**config.mk**
```make
export PLATFORM = sky130hd
export DESIGN_NAME = mccoy_prog_sequencer
export DESIGN_NICKNAME = d
export VERILOG_FILES = /design/src/rtl/mccoy_seq_pkg.sv /design/src/rtl/mccoy_prog_buf.sv /design/src/rtl/mccoy_prog_sequencer.sv
export SDC_FILE = /design/constraint.sdc
export NUM_CORES = 1
export LEC_CHECK = 0
export ABC_AREA = 1
export CORE_MARGIN = 1.5
export CORE_UTILIZATION = 25
export DETAILED_ROUTE_END_ITERATION = 8
export GPL_ROUTABILITY_DRIVEN = 0
export GPL_TIMING_DRIVEN = 0
export PLACE_DENSITY = 0.4
export REMOVE_ABC_BUFFERS = 1
export SLEW_MARGIN = 20
export SYNTH_ARGS = -nofsm -noshare
export SYNTH_HDL_FRONTEND = slang
export SYNTH_SLANG_ARGS = --single-unit
export TNS_END_PERCENT = 5
```
**constraint.sdc**
```tcl
create_clock -name clk -period 3.5 [get_ports clk]
set_input_delay 0.7 -clock clk [delete_from_list [all_inputs] [get_ports clk]]
set_output_delay 0.7 -clock clk [all_outputs]
set_load 0.005 [all_outputs]
```
**src/rtl/mccoy_seq_pkg.sv**
```systemverilog
// mccoy_seq_pkg: shared types and constants for the McCoy program sequencer.
package mccoy_seq_pkg;

    localparam int INSTR_W = 6;
    localparam int OUT_W   = 8;
    localparam int REPS_W  = 4;

    // Low three bits of an instruction select the core operation.
    localparam logic [2:0] OP_LI  = 3'b001;
    localparam logic [2:0] OP_ADD = 3'b011;
    localparam logic [2:0] OP_SR  = 3'b110;
    localparam logic [2:0] OP_NOT = 3'b111;

    typedef logic [INSTR_W-1:0] instr_t;

    typedef enum logic [1:0] {
        IDLE,
        CLR,
        RUN,
        CAP
    } seq_state_e;

endpackage

```
**src/rtl/mccoy_prog_buf.sv**
```systemverilog
// mccoy_prog_buf: DEPTH x INSTR_W program store, one write port, one async read
// port. Contents are deliberately not reset; they are only read after being written.
module mccoy_prog_buf
    import mccoy_seq_pkg::*;
#(
    parameter int DEPTH = 16
) (
    input  logic                     clk,
    input  logic                     we,
    input  logic [$clog2(DEPTH)-1:0] waddr,
    input  instr_t                   wdata,
    input  logic [$clog2(DEPTH)-1:0] raddr,
    output instr_t                   rdata
);

    instr_t mem [DEPTH];

    // Host write port.
    always_ff @(posedge clk) begin
        if (we) mem[waddr] <= wdata;
    end

    assign rdata = mem[raddr];

endmodule

```
**src/rtl/mccoy_prog_sequencer.sv**
```systemverilog
// mccoy_prog_sequencer: loads a short program from the host, then resets the
// McCoy core, streams the program (reps+1 times) and captures the core output.
// Optional feature: define MCCOY_SEQ_STEP_EN to add a 'step' input that gates
// each instruction issue during RUN.
module mccoy_prog_sequencer
    import mccoy_seq_pkg::*;
#(
    parameter int     DEPTH     = 16,
    parameter instr_t NOP_INSTR = 6'b000000
) (
    input  logic              clk,
    input  logic              reset_n,
    input  logic              load_valid,
    input  instr_t            load_instr,
    output logic              load_ready,
    input  logic              clear,
    input  logic              start,
    input  logic [REPS_W-1:0] reps,
    input  logic              abort,
`ifdef MCCOY_SEQ_STEP_EN
    input  logic              step,
`endif
    output instr_t            core_instr,
    output logic              core_reset,
    input  logic [OUT_W-1:0]  core_out,
    output logic              busy,
    output logic [OUT_W-1:0]  result,
    output logic              result_valid
);

    localparam int AW = $clog2(DEPTH);
    localparam int CW = AW + 1;

    seq_state_e        state;
    logic [CW-1:0]     count;
    logic [CW-1:0]     count_nxt;
    logic [AW-1:0]     pc;       // next buffer entry to issue
    logic [REPS_W-1:0] rep;      // remaining repeats after the current pass
    logic              last;     // final instruction of the run is on core_instr
    logic              load_acc;
    logic              start_go;
    logic              wrap;
    logic              issue;
    instr_t            rd_instr;

    assign load_ready = (state == IDLE) && (count != CW'(DEPTH)) && !clear;
    assign load_acc   = load_valid && load_ready;

    // Clear beats a same-cycle load; a start sees the count after any same-cycle write.
    assign count_nxt  = (clear && state == IDLE) ? '0 : count + CW'(load_acc);
    assign start_go   = (state == IDLE) && start && !abort && (count_nxt != '0);
    assign wrap       = ({1'b0, pc} == count - CW'(1));

`ifdef MCCOY_SEQ_STEP_EN
    assign issue = step;
`else
    assign issue = 1'b1;
`endif

    mccoy_prog_buf #(.DEPTH(DEPTH)) u_buf (
        .clk   (clk),
        .we    (load_acc),
        .waddr (count[AW-1:0]),
        .wdata (load_instr),
        .raddr (pc),
        .rdata (rd_instr)
    );

    // Program length; buffer contents survive runs, only clear or reset empty it.
    always_ff @(posedge clk or negedge reset_n) begin
        if (!reset_n) count <= '0;
        else          count <= count_nxt;
    end

    // Sequencer FSM; outputs are registered for the cycle the new state occupies.
    always_ff @(posedge clk or negedge reset_n) begin
        if (!reset_n) begin
            state        <= IDLE;
            pc           <= '0;
            rep          <= '0;
            last         <= 1'b0;
            core_instr   <= NOP_INSTR;
            core_reset   <= 1'b1;
            busy         <= 1'b0;
            result       <= '0;
            result_valid <= 1'b0;
        end else begin
            core_instr   <= NOP_INSTR;
            core_reset   <= 1'b0;
            result_valid <= 1'b0;
            if (abort) begin
                state <= IDLE;
                busy  <= 1'b0;
                last  <= 1'b0;
            end else begin
                case (state)
                    IDLE: begin
                        if (start_go) begin
                            state      <= CLR;
                            busy       <= 1'b1;
                            core_reset <= 1'b1;
                            pc         <= '0;
                            rep        <= reps;
                            last       <= 1'b0;
                        end
                    end
                    // CLR hands straight into the first issue so RUN has no bubble.
                    CLR, RUN: begin
                        state <= RUN;
                        if (last) begin
                            state <= CAP;
                            last  <= 1'b0;
                        end else if (issue) begin
                            core_instr <= rd_instr;
                            if (wrap) begin
                                pc <= '0;
                                if (rep == '0) last <= 1'b1;
                                else           rep  <= rep - REPS_W'(1);
                            end else begin
                                pc <= pc + AW'(1);
                            end
                        end
                    end
                    CAP: begin
                        state        <= IDLE;
                        busy         <= 1'b0;
                        result       <= core_out;
                        result_valid <= 1'b1;
                    end
                    default: state <= IDLE;
                endcase
            end
        end
    end

endmodule

```
Word-level counts from Yosys, hierarchy flattened
Memories as Yosys holds them, arrays and structs flattened.
Cells that the tools add are included.
- input bits: 24
- register bits after elaboration: 33
- ROM bits: 0
- bits in latches: 0
- logic and storage cells: 80
- memories: 1
- memory bits (writable): 96
- memory list (memory ; words ; bits a word ; read ports ; clocked after Yosys merged registers in ; wr ports ; RTL line ; source):
    u_buf.mem ; 16 ; 6 ; 1 ; 0 ; 1 ; mccoy_prog_buf.sv:16 ; instr_t mem [DEPTH];
- div/mod/pow operators: 0
- reduce and logical (&&, ||, !) cells: 21
- equality and inequality tests: 10
- shift operators: 0
- muxes and demuxes: 33
- $lt $le $gt $ge: 0
- add/subtract/negate cells: 4
- bitwise logic cells: 1
- $mul: 0
- operators with widths (kind ; count):
    2-to-1 mux 4 bit ; 7
    2-to-1 mux 6 bit ; 3
    case mux 4 bit (2 select lines) ; 2
    2-to-1 mux 1 bit ; 15
    inequality test 2 bit, second input constant ; 4
    logical AND 1 bit ; 7
    case mux 2 bit (3 select lines) ; 1
    AND reduction 2 bit ; 3
    AND reduction 6 bit ; 1
    nonzero test 3 bit ; 2
    adder 5 x 1 -> 5 bit ; 1
    == test 4 x 5 -> 1 bit ; 1
    2-to-1 mux 5 bit ; 1
    inequality test 5 bit, second input constant ; 1
    nonzero test 5 bit ; 1
    subtractor 5 x 1 -> 5 bit, second input constant ; 1
    adder 4 x 1 -> 4 bit, second input constant ; 1
    == test 2 bit, second input constant ; 2
    zero test 4 bit ; 1
    2-to-1 mux 2 bit ; 2
    case mux 1 bit (2 select lines) ; 2
    AND reduction 4 bit ; 1
    subtractor 4 x 1 -> 4 bit, second input constant ; 1
    inequality test 3 bit, second input constant ; 1
    other kinds (6) ; 7

Depth between registers and ports, before layout
- depth in word-level cells: 11
- depth in mapped cells: 18
- mapped depth without buffers: 18

Hierarchy
A second synthesis with hierarchy kept.
- cells, all modules: 653
- area total of the unflattened synthesis: 6070.8 um^2
- modules (own cells, without submodules) (module ; area an instance (um^2) ; instances ; cells each ; sequential area each (um^2)):
    mccoy_prog_buf ; 4205.3 ; 1 ; 414 ; 2882.8
    mccoy_prog_sequencer ; 1865.5 ; 1 ; 239 ; 827.0

Least setup slack after synthesis
No wires, ideal clock.
- path type: register -> register
- start: register count[0]
- end: register rep[0]
- path buffers: 0
- data arrival time: 2.328 ns
- clock period less this slack: 2.446 ns
- library setup time: 0.118 ns
- cell stages (with the launch flop): 17
- path slack: 1.054 ns
- path through: dfrtp_1 -> inv_1 -> ha_1 -> nand2_1 -> o21ai_1 -> nor3b_2 -> ha_1 -> ha_1 -> nand3_1 -> nand2_1 -> nand3_1 -> nand3_2 -> nand2_4 -> a21oi_4 -> nand3_1 -> nand2_1 -> nand2_1
- word-level cells in the longest chain between the ends: 10
- elaborated cells between the ends (all ways): 13
- RTL lines (what ; RTL line ; source):
    from (decl) ; mccoy_prog_sequencer.sv:35 ; logic [CW-1:0] count;
    from (signal assigned) ; mccoy_prog_sequencer.sv:72 ; else count <= count_nxt;
    inequality test 5 bit ; mccoy_prog_sequencer.sv:46 ; assign load_ready = (state == IDLE) && (count != CW'(DEPTH)) && !clear;
    logical AND 1 bit (2 in series) ; mccoy_prog_sequencer.sv:46 ;
    logical AND 1 bit ; mccoy_prog_sequencer.sv:47 ; assign load_acc = load_valid && load_ready;
    adder 5 x 1 -> 5 bit ; mccoy_prog_sequencer.sv:50 ; assign count_nxt = (clear && state == IDLE) ? '0 : count + CW'(load_acc);
    2-to-1 mux 5 bit ; mccoy_prog_sequencer.sv:50 ;
    nonzero test 5 bit ; mccoy_prog_sequencer.sv:51 ; assign start_go = (state == IDLE) && start && !abort && (count_nxt != '0);
    logical AND 1 bit ; mccoy_prog_sequencer.sv:51 ;
    inequality test 2 bit (no line) ; - ;
    AND reduction 6 bit (no line) (*) ; - ;
    to (signal assigned) ; mccoy_prog_sequencer.sv:103 ; rep <= reps;
    to (signal assigned) ; mccoy_prog_sequencer.sv:118 ; else rep <= rep - REPS_W'(1);
    to (decl) ; mccoy_prog_sequencer.sv:38 ; logic [REPS_W-1:0] rep;
Every way passes the cells marked *; elsewhere a longest branch is shown, timed or not.
A chain may end at the register's enable or synchronous reset.

Worst setup path in the final report
- start: register state[0]
- end: register pc[2]
- word-level cells in the longest chain between the ends: 10
- elaborated cells between the ends (all ways): 19
- RTL lines (what ; RTL line ; source):
    from (decl) ; mccoy_prog_sequencer.sv:34 ; seq_state_e state;
    from (signal assigned) ; mccoy_prog_sequencer.sv:78 ; state <= IDLE;
    from (signal assigned) ; mccoy_prog_sequencer.sv:92 ; state <= IDLE;
    from (signal assigned) ; mccoy_prog_sequencer.sv:99 ; state <= CLR;
    zero test 2 bit ; - ;
    logical AND 1 bit (2 in series) ; mccoy_prog_sequencer.sv:46 ;
    logical AND 1 bit ; mccoy_prog_sequencer.sv:47 ;
    adder 5 x 1 -> 5 bit ; mccoy_prog_sequencer.sv:50 ;
    2-to-1 mux 5 bit ; mccoy_prog_sequencer.sv:50 ;
    nonzero test 5 bit ; mccoy_prog_sequencer.sv:51 ;
    logical AND 1 bit ; mccoy_prog_sequencer.sv:51 ;
    inequality test 2 bit (no line) ; - ;
    AND reduction 4 bit (no line) ; - ;
    to (signal assigned) ; mccoy_prog_sequencer.sv:120 ; pc <= pc + AW'(1);
    to (decl) ; mccoy_prog_sequencer.sv:37 ; logic [AW-1:0] pc;
Several ways; a longest one is shown, not always the timed one.

==> impl_metrics.py <==
metrics = {
    "timing": {
        "grt_setup_unrepaired": "false",
        "slew_viol_final": 0,
        "skew_ns": 0.0174,
        "hold_viol": 0,
        "tns_ns": 0,
        "slew_headroom_pct": 39.1,
        "min_period_over_period_pct": 87.0,
        "worst_pin_slew_ns": 0.914,
        "max_freq_mhz": 328,
        "finalCriticalPeriod_ns": 3.04,
        "setup_violations": 0,
    },
    "yosys": {
        "synth_edf_count": 96,
        "synth_top_cell_by_area": "edfxtp_1",
        "synth-main-ff-cell": "edfxtp_1",
        "synthSimpleGateAreaFrac_pct": 18.2,
        "yosys.cell_types.count": 33,
        "synth_mux_area_share_pct": 0,
        "netlist_area_um2": 5720,
        "syn_avg_cell_area_um2": 10.6,
        "synthCells": 538,
        "synthXorXnorAreaFrac_pct": 0.306,
        "yosysSeqAreaShare_pct": 64.8,
        "synth_compound_area_share_pct": 9.51,
        "yosysTopAreaCellShare_pct": 50.4,
        "synthAdderAreaFrac_pct": 2.62,
        "synth.most_common_cell": "nor2_1",
        "async_reset_ff_share_pct": 25.6,
        "yosysWarnings": 0,
        "synth_top_family_by_area": "simple AND/OR/NAND/NOR gates",
        "ys_ff_latch": 129,
        "yosys-top-cells-area": "edfxtp_1, dfrtp_1, nor2_1, nand2_1, o21ai_0",
        "ys_top_cells_by_count": "nor2_1, edfxtp_1, nand2_1",
    },
    "drt": {
        "drc": 0,
        "wire_per_inst_um": 16.4,
        "ant_nets": 0,
        "via_per_inst": 4.46,
        "dr.pass1.iters": 4,
        "routed_wl_mm": 14.4,
        "initialDrtViolationCount": 213,
        "routed-via-count": 3902,
    },
    "setup_path": {
        "worst-setup-path-type": "register to register",
        "crit_fanout": 8,
        "crit_path_end_kind": "register",
        "required_ns": 3.79,
        "start_kind": "register",
        "cp.arrival_ns": 3.34,
        "rrSetupSlack_ns": 0.46,
    },
    "finish": {
        "area_growth_pct": 22.3,
        "diodes": 0,
        "fin_nets": 613,
        "utilization_pct": 31.0,
        "drive_above_1_share_pct": 8.64,
    },
    "place": {
        "io_buffers": 41,
        "hpwl_mm": 9.34,
    },
    "power_and_ir_drop": {
        "total_power_mw": 5.10,
        "ir_drop_uv": 281,
        "power.density_nw_per_um2": 728,
        "pwr-share-seq_pct": 38.6,
        "power_switching_mw": 1.69,
        "p_int_mw": 3.41,
        "swShare_pct": 33.1,
        "pwr-share-comb_pct": 27.4,
        "clock_power_share_pct": 34.0,
        "total_leakage_power_nw": 2.67,
    },
    "floorplanning": {
        "core_area_um2": 22600,
        "rows": 55,
        "initial_core_util_pct": 25.3,
        "dieArea_um2": 23800,
        "die_w_um": 154,
        "ios": 42,
        "fp.dieH_um": 154,
    },
    "grt": {
        "met3_usage_pct": 3.45,
        "globalRouteTotalUtil_pct": 12.8,
        "grt_pass1_vias": 3971,
        "grt_overflow": 0,
        "busiest_layer": "met2",
        "grtUsageMet2_pct": 20.7,
        "grt_max_degree": 52,
        "grt_pass1_wl_mm": 22.8,
        "antenna_found_initial": 0,
        "grtUsageMet1_pct": 16.7,
    },
    "clock_tree": {
        "post_cts_buffers": 0,
        "path_clk_slew_ns": 0.06,
        "h-tree-depth": 4,
        "cts_root_buf": "clkbuf_16",
        "cts_tree": "built",
        "cts.sinks": 129,
        "ctsResizeCount": 0,
        "clockBufferDepth": 2,
        "clock_latency_ns": 0.42,
        "cts_hold_buf": 0,
        "numCtsBuffers": 17,
    },
    "flow_run": {
        "max_cap_violations": 0,
    },
    "hold_path": {
        "hold_class": "input port to asynchronous set/reset pin",
    },
    "run_status": {
        "outcome": "finished, final reports clean",
    },
}
==> layer usage <==
metal / wire length [um] / vias up
met3: 589 / 13
met4: 136 / 0
met5: 0 / -
li1: - / 1928
met2: 6690 / 84
met1: 6950 / 1877
==> worst max-delay path: stages, from the launching register on <==
cell	delay (ns)
dfrtp_1	0.38
inv_1	0.08
ha_1	0.42
o21ai_1	0.19
nor3b_2	0.39
ha_1	0.25
ha_1	0.22
nand3_1	0.09
nand2_1	0.08
nand3_1	0.11
nand3_2	0.12
nand2_4	0.08
a21oi_4	0.24
nand2_4	0.12
nand2_1	0.08
o21ai_1	0.07
==> stage by stage <==
stage	cells	hold WS (ns)	worst slack, ns	cell area, um^2
floorplan	514	0.404	0.959	5590
global placement	840	0.460	-0.208	6350
detailed placement	843	0.461	0.267	6420
CTS	875	0.234	0.397	7000
global route	875	0.247	0.0987	7000
finish	875	0.231	0.456	7000
==> final cells by class <==
cell class                      instances  area [um^2]
Fill cell                            2308        15600
Sequential cell                       129         3710
Multi-Input combinational cell        353         1760
Timing Repair Buffer                   44          480
Clock buffer                           23          468
Tap cell                              285          357
Inverter                               32          120
Clock inverter                          9          108
==> final timing paths <==
kind	from	endpoint	cells after the start
min in group clk	result[0]$_DFFE_PN0P_	result[0]$_DFFE_PN0P_	2
setup reg to reg	state[0]$_DFFE_PN0P_	pc[2]$_DFFE_PN0P_	15
max in group asynchronous	reset_n	core_reset$_DFF_PN1_	2
setup / recovery	state[0]$_DFFE_PN0P_	pc[2]$_DFFE_PN0P_	15
hold / removal	reset_n	core_instr[5]$_DFF_PN0_	1
hold reg to reg	result[0]$_DFFE_PN0P_	result[0]$_DFFE_PN0P_	2
==> placed cells by master (no fill, tap or decap), types with 3 or more instances in the layout <==
cell	instances
clkbuf_1	4
ha_1	12
nor2_1	107
o211ai_1	18
inv_1	27
o21ai_1	7
a211oi_1	6
nand2_1	90
nand4_1	7
inv_2	4
nand2_4	3
clkbuf_16	17
nand3_1	33
clkinv_2	3
edfxtp_1	96
nor2_2	3
dfrtp_1	30
o21ai_0	53
a21oi_1	3
clkdlybuf4s50_1	40
==> cell families after synthesis <==
kind of cell | Yosys count
simple gates | 248
buf+inv | 56
flops | 129
compound gates | 91
xor+xnor | 2
fa+ha+maj | 12
==> flip-flops by register name, summed over array words and instances, names as in the netlist <==
signal,cells
u_buf.mem,96
result,8
core_instr,6
count,5
pc,4
rep,4
state,2
busy,1
core_reset,1
last,1
result_valid,1
==> power groups by stage <==
| stage | registers, mW | logic, mW | clock network [mW] |
|---|---|---|---|
| floorplan | 1.98 | 0.805 | 0 |
| global placement | 2.07 | 1.29 | 0 |
| detailed placement | 2.00 | 1.41 | 0 |
| CTS | 1.97 | 1.42 | 1.78 |
| global route | 2.00 | 1.58 | 1.85 |
| finish | 1.97 | 1.40 | 1.73 |
Note: power is estimated with default switching activity, not from simulation.
